File: config.mk
export PLATFORM = sky130hd
export DESIGN_NAME = spi_master_sequencer
export DESIGN_NICKNAME = d
export VERILOG_FILES = /design/src/rtl/spi_seq_pkg.sv /design/src/rtl/rr_arbiter2.sv /design/src/rtl/spi_master_sequencer.sv
export SDC_FILE = /design/constraint.sdc
export NUM_CORES = 1
export LEC_CHECK = 0
export CORE_ASPECT_RATIO = 1.1
export CORE_MARGIN = 10
export CORE_UTILIZATION = 30
export CTS_CLUSTER_DIAMETER = 30
export DETAILED_ROUTE_END_ITERATION = 6
export HOLD_SLACK_MARGIN = 0.06
export PLACE_DENSITY_LB_ADDON = 0.2
export SYNTH_ARGS = -nofsm -noshare
export SYNTH_HDL_FRONTEND = slang
export SYNTH_SLANG_ARGS = --single-unit
File: constraint.sdc
create_clock -name sys_clk -period 2.5 [get_ports sys_clk]
set_clock_uncertainty 0.1 [all_clocks]
set_input_delay 0.375 -clock sys_clk [delete_from_list [all_inputs] [get_ports sys_clk]]
set_output_delay 0.375 -clock sys_clk [all_outputs]
set_load 0.02 [all_outputs]
File: src/rtl/spi_seq_pkg.sv
// Shared types and constants for the SPI master sequencer and its round-robin arbiter.
package spi_seq_pkg;

    typedef enum logic [2:0] {
        ST_IDLE,
        ST_LOAD,
        ST_START,
        ST_WAIT_BUSY,
        ST_WAIT_IDLE,
        ST_DONE
    } seq_state_t;

    localparam int NUM_REQ    = 2;
    localparam int REQ_HOST   = 0;
    localparam int REQ_POLL   = 1;
    localparam int BUSY_GRACE = 4;

    function automatic logic [NUM_REQ-1:0] req_onehot(input logic idx);
        logic [NUM_REQ-1:0] v;
        v      = '0;
        v[idx] = 1'b1;
        return v;
    endfunction

endpackage

File: src/rtl/rr_arbiter2.sv
// Two-way round-robin arbiter: combinational grant, registered last-grant pointer.
module rr_arbiter2
    import spi_seq_pkg::*;
(
    input  logic       clk,
    input  logic       rst_n,
    input  logic [1:0] req,
    input  logic       accept,
    output logic [1:0] grant,
    output logic       grant_idx
);

    logic last_q;

    always_comb begin
        grant_idx = 1'(REQ_HOST);
        grant     = '0;
        if (req[0] && req[1]) begin
            // Contention goes to whoever was not served last.
            grant_idx = ~last_q;
        end else if (req[1]) begin
            grant_idx = 1'(REQ_POLL);
        end
        if (|req) begin
            grant = req_onehot(grant_idx);
        end
    end

    // Pointer starts on the poll engine so the host path wins the first tie.
    always_ff @(posedge clk or negedge rst_n) begin
        if (!rst_n) begin
            last_q <= 1'(REQ_POLL);
        end else if (accept && (|req)) begin
            last_q <= grant_idx;
        end
    end

endmodule

File: src/rtl/spi_master_sequencer.sv
// Arbitrates two transfer requesters onto one SPI master core and sequences
// load / start / completion handshakes with a watchdog timeout.
module spi_master_sequencer
    import spi_seq_pkg::*;
#(
    parameter int DATA_W = 16,
    parameter int LEN_W  = 5,
    parameter int CS_W   = 1,
    parameter int TMO_W  = 12
) (
    input  logic                sys_clk,
    input  logic                sys_rst_n,
    input  logic [1:0]          req_valid,
    output logic [1:0]          req_ready,
    input  logic [2*DATA_W-1:0] req_data,
    input  logic [2*LEN_W-1:0]  req_len,
    input  logic [2*CS_W-1:0]   req_cs,
    output logic [1:0]          rsp_valid,
    output logic [DATA_W-1:0]   rsp_data,
    output logic                rsp_tmo,
    output logic                m_start,
    output logic [DATA_W-1:0]   m_mosi,
    output logic [LEN_W-1:0]    m_len,
    output logic [CS_W-1:0]     m_cs,
    input  logic                m_writable,
    input  logic                m_idle,
    input  logic [DATA_W-1:0]   m_miso,
    output logic                busy
);

    localparam int              GW         = $clog2(BUSY_GRACE);
    localparam logic [GW-1:0]   GRACE_LAST = GW'(BUSY_GRACE - 1);
    localparam logic [TMO_W-1:0] TMO_MAX   = '1;

    seq_state_t       state, state_next;
    logic [1:0]       grant;
    logic             grant_idx;
    logic             take_grant;
    logic             owner_q;
    logic [TMO_W-1:0] tmo_cnt;
    logic [GW-1:0]    grace_cnt;
    logic             tmo_hit;
    logic             completed;

    assign take_grant = (state == ST_IDLE) && (|req_valid);
    assign tmo_hit    = (tmo_cnt == TMO_MAX);
    assign completed  = (state == ST_WAIT_IDLE) && m_idle;

    rr_arbiter2 u_arb (
        .clk       (sys_clk),
        .rst_n     (sys_rst_n),
        .req       (req_valid),
        .accept    (take_grant),
        .grant     (grant),
        .grant_idx (grant_idx)
    );

    // Accept strobe is only meaningful in IDLE and is held off while reset is applied.
    assign req_ready = (sys_rst_n && (state == ST_IDLE)) ? grant : 2'b00;

    always_comb begin
        state_next = state;
        case (state)
            ST_IDLE: begin
                if (|req_valid) state_next = ST_LOAD;
            end
            ST_LOAD: begin
                if (m_writable)   state_next = ST_START;
                else if (tmo_hit) state_next = ST_DONE;
            end
            ST_START: begin
                state_next = ST_WAIT_BUSY;
            end
            ST_WAIT_BUSY: begin
                // A core faster than our sampling never shows busy; fall through after the grace window.
                if (!m_idle || (grace_cnt == GRACE_LAST)) state_next = ST_WAIT_IDLE;
                else if (tmo_hit)                         state_next = ST_DONE;
            end
            ST_WAIT_IDLE: begin
                if (m_idle || tmo_hit) state_next = ST_DONE;
            end
            ST_DONE: begin
                state_next = ST_IDLE;
            end
            default: begin
                state_next = ST_IDLE;
            end
        endcase
    end

    always_ff @(posedge sys_clk or negedge sys_rst_n) begin
        if (!sys_rst_n) begin
            state     <= ST_IDLE;
            busy      <= 1'b0;
            owner_q   <= 1'b0;
            m_start   <= 1'b0;
            m_mosi    <= '0;
            m_len     <= '0;
            m_cs      <= '0;
            rsp_valid <= '0;
            rsp_data  <= '0;
            rsp_tmo   <= 1'b0;
            tmo_cnt   <= '0;
            grace_cnt <= '0;
        end else begin
            state   <= state_next;
            busy    <= (state_next != ST_IDLE);
            m_start <= (state == ST_START);

            // Granted fields are captured once; later req_* changes are ignored.
            if (take_grant) begin
                owner_q <= grant_idx;
                m_mosi  <= grant_idx ? req_data[2*DATA_W-1:DATA_W] : req_data[DATA_W-1:0];
                m_len   <= grant_idx ? req_len[2*LEN_W-1:LEN_W]    : req_len[LEN_W-1:0];
                m_cs    <= grant_idx ? req_cs[2*CS_W-1:CS_W]       : req_cs[CS_W-1:0];
            end

            if ((state == ST_IDLE) || (state == ST_START)) begin
                tmo_cnt <= '0;
            end else if (((state == ST_LOAD) || (state == ST_WAIT_BUSY) ||
                          (state == ST_WAIT_IDLE)) && !tmo_hit) begin
                tmo_cnt <= tmo_cnt + 1'b1;
            end

            if (state == ST_START) begin
                grace_cnt <= '0;
            end else if ((state == ST_WAIT_BUSY) && m_idle) begin
                grace_cnt <= grace_cnt + 1'b1;
            end

            // Response registers load on the edge entering DONE so they are visible during DONE.
            if ((state_next == ST_DONE) && (state != ST_DONE)) begin
                rsp_valid <= req_onehot(owner_q);
                rsp_tmo   <= !completed;
                rsp_data  <= completed ? m_miso : '0;
            end else begin
                rsp_valid <= '0;
                rsp_tmo   <= 1'b0;
            end
        end
    end

endmodule

==> reports/qor.csv <==
metric;value;unit
h-tree-depth;3;
max_slew_margin;47.8;%
area_growth;52.0;%
antenna_violations_before_repair;0;
period_needed;2.40;ns
synth.top_cell.area_share;53.4;%
worst_setup_path_category;register to output pin;
dieHeight;122;um
path_cells;nor3_2, o21a_1, and3b_1, clkdlybuf4s50_1;
grt_pass1_vias;2568;
postCtsResizedCells;0;
initialDrtViolationCount;69;
wire_per_inst;15.2;um
finalSetupTns;0;ns
design.die.area;0.0138;mm^2
hp-class;input pin to asynchronous set/reset pin;
crit_buf_inv;1;
top_usage_layer;met2;
max_freq;0.416;GHz
syn_avg_cell_area;9.92;um^2
clockRootBuffer;sky130_fd_sc_hd__clkbuf_8;
worstSkewPairLatency;0.33;ns
grtUsageMet2;19.1;%
cts_hold_repair.buffers;0;
cts_tree;built;
drtPass1Iterations;4;
setup_viol;0;
die-width;113;um
design.final.nets;471;
max-clock-path-buffers;2;
area_of_the_mapped_netlist;0.00286;mm^2
yosysWarnings;0;
numClockSinks;62;
grt_usage;11.5;%
gp_routability_congestion;0.755;
max_stage_delay;0.60;ns
critical_path.max_fanout;2;
power-per-cell-area;1130;mW/mm^2
pre_cts_ws;0.140;ns
rsz0062_at_grt;no;
synth.ff_latch_count;62;
path_delay_family;buffers and inverters;
cts-buffers-inserted;9;
synth_top_cell_by_area;sky130_fd_sc_hd__dfrtp_1;
yosysUniqueCellTypes;41;
synth_top_cells_by_area;sky130_fd_sc_hd__dfrtp_1 53%, sky130_fd_sc_hd__mux2i_1 8.4%, sky130_fd_sc_hd__nor2_1 5.0%;
timing.critical_path.arrival;1.93;ns
remaining_drc_errors;0;
n_antenna_cell;0;
cp-end-kind;output pin;
design.portCount;111;
synth-seq-area-share;54.3;%
grt_start_max_net_pins;63;
ant_nets;0;
placedInstanceArea;0.00410;mm^2
synth_edf_count;0;
routed-via-count;2448;
whs;0.138;ns
critical_path.startpoint_type;register;
global_route.overflow_total;0;
synth.net_count;356;
final_cell_area;0.00434;mm^2
worst_path_max_delay_cell;sky130_fd_sc_hd__clkdlybuf4s50_1;
core;0.00935;mm^2
leakage;0.00185;uW
portbufs;110;
layout.filler_cells;908;
cp_data_required_time;2.03;ns
max-vdd-ir-drop;495;uV
netlist_instances;288;
run_status;complete, no violations;
drt_wl_total;7980;um
async_reset_ff_share;100;%
grt_use_met1;12.3;%
grtUsageMet3;6.78;%
tightestPinTransition;0.783;ns
rows;37;
post-route-worst-setup-slack;0.0978;ns
count_of_pins_over_their_slew_limit;0;
post-cts-setup-buffers;0;
clk_pin_slew_worst_setup_hold_paths;0.07;ns
initial_core_util;30.6;%
grt_pass1_wl;13000;um
timing.final.crit_share;96.1;%
postSynth.topFlopCell;sky130_fd_sc_hd__dfrtp_1;
post_route_cells_drive_above_1_share;8.58;%
via_per_inst;4.66;
final-hold-violation-count;0;
dpl.hpwl;5990;um
timing.max_cap.violations;0;
## final timing paths
kind / startpoint / end / slack [ns] / depth (start not counted)
worst min register to register: owner_q / rsp_valid[1] / 0.38 / 1
min in group sys_clk: owner_q / rsp_valid[1] / 0.38 / 1
worst max register to register: tmo_cnt[0] / rsp_data[2] / 0.28 / 6
max in group asynchronous: sys_rst_n / tmo_cnt[5] / 1.64 / 2
worst min-delay path: sys_rst_n / m_mosi[10] / 0.14 / 2
worst max-delay path: state[2] / req_ready[0] / 0.1 / 4
## cell type report
cell class | count | area, um^2 | share of cell area [%]
clock inverter | 7 | 121 | 2.79
inverter | 21 | 78.8 | 1.82
multi-input combinational | 190 | 1160 | 26.6
tap | 117 | 146 | 3.37
clock buffer | 9 | 124 | 2.85
sequential | 62 | 1550 | 35.8
timing repair buffer | 119 | 1160 | 26.8
## registers in the layout (all words and copies together), names as in the netlist, 2 cells and up
| name | count |
|---|---|
| grace_cnt | 2 |
| m_len | 5 |
| m_mosi | 16 |
| rsp_data | 16 |
| rsp_valid | 2 |
| state | 3 |
| tmo_cnt | 12 |
## where the power goes
group	leakage (uW)	switching, uW	total [uW]	internal, uW
combinational	0.000969	1190	2210	1010
sequential	0.000758	226	1630	1400
clock	0.000124	423	1090	667
## through the flow
stage	utilization, %	cells	total power, uW
after floorplan	-	288	2830
final	46.4	525	4930
after global placement	43.8	509	3850
after CTS	46.4	525	5010
after global routing	46.4	525	5280
after detailed placement	43.8	509	3890
## cell families after synthesis
| group | share of synthesized area, % |
|---|---|
| fa+ha+maj | 0.876 |
| mux | 8.41 |
| buf+inv | 5.60 |
| compound gates | 12.6 |
| flops | 54.3 |
| simple gates | 15.8 |
| xor+xnor | 2.45 |
## cells in the final DEF (no fill, tap or decap), types with 2 or more instances in the layout
cell type,instances
sky130_fd_sc_hd__clkdlybuf4s50_1,109
sky130_fd_sc_hd__dfrtp_1,61
sky130_fd_sc_hd__nor2_1,38
sky130_fd_sc_hd__a21oi_1,28
sky130_fd_sc_hd__mux2i_1,24
sky130_fd_sc_hd__nand2_1,23
sky130_fd_sc_hd__inv_1,21
sky130_fd_sc_hd__o21ai_0,20
sky130_fd_sc_hd__clkbuf_8,9
sky130_fd_sc_hd__buf_4,9
sky130_fd_sc_hd__xor2_1,6
sky130_fd_sc_hd__nand4_1,5
sky130_fd_sc_hd__nand3_1,5
sky130_fd_sc_hd__or3_1,4
sky130_fd_sc_hd__and2_1,3
sky130_fd_sc_hd__bufinv_16,3
sky130_fd_sc_hd__nor3_2,2
sky130_fd_sc_hd__a31o_2,2
sky130_fd_sc_hd__nor2b_1,2
sky130_fd_sc_hd__o21ai_1,2
sky130_fd_sc_hd__a31oi_1,2
sky130_fd_sc_hd__and3_1,2
sky130_fd_sc_hd__nor3_1,2
sky130_fd_sc_hd__xnor2_1,2
sky130_fd_sc_hd__ha_1,2
sky130_fd_sc_hd__clkinv_4,2
## cells in the mapped netlist, types with 2 or more instances
| library cell | number |
|---|---|
| sky130_fd_sc_hd__o21ai_0 | 20 |
| sky130_fd_sc_hd__ha_1 | 2 |
| sky130_fd_sc_hd__nand4_1 | 5 |
| sky130_fd_sc_hd__and3_1 | 2 |
| sky130_fd_sc_hd__dfrtp_1 | 61 |
| sky130_fd_sc_hd__buf_2 | 11 |
| sky130_fd_sc_hd__nand2_1 | 23 |
| sky130_fd_sc_hd__or3_1 | 4 |
| sky130_fd_sc_hd__inv_1 | 21 |
| sky130_fd_sc_hd__nor3_2 | 2 |
| sky130_fd_sc_hd__nor2b_1 | 2 |
| sky130_fd_sc_hd__xnor2_1 | 2 |
| sky130_fd_sc_hd__and2_1 | 3 |
| sky130_fd_sc_hd__xor2_1 | 6 |
| sky130_fd_sc_hd__a21oi_1 | 28 |
| sky130_fd_sc_hd__mux2i_1 | 24 |
| sky130_fd_sc_hd__o21ai_1 | 2 |
| sky130_fd_sc_hd__a31oi_1 | 2 |
| sky130_fd_sc_hd__buf_4 | 3 |
| sky130_fd_sc_hd__nand3_1 | 5 |
| sky130_fd_sc_hd__a31o_2 | 2 |
| sky130_fd_sc_hd__nor3_1 | 2 |
| sky130_fd_sc_hd__nor2_1 | 38 |
## per-layer routing
layer  vias to the layer above  wire, um
li1                       1211         -
met2                        78      4010
met3                         5       812
met1                      1154      3090
met5                         -         0
met4                         0        60
Note: power is estimated with default switching activity, not from simulation.
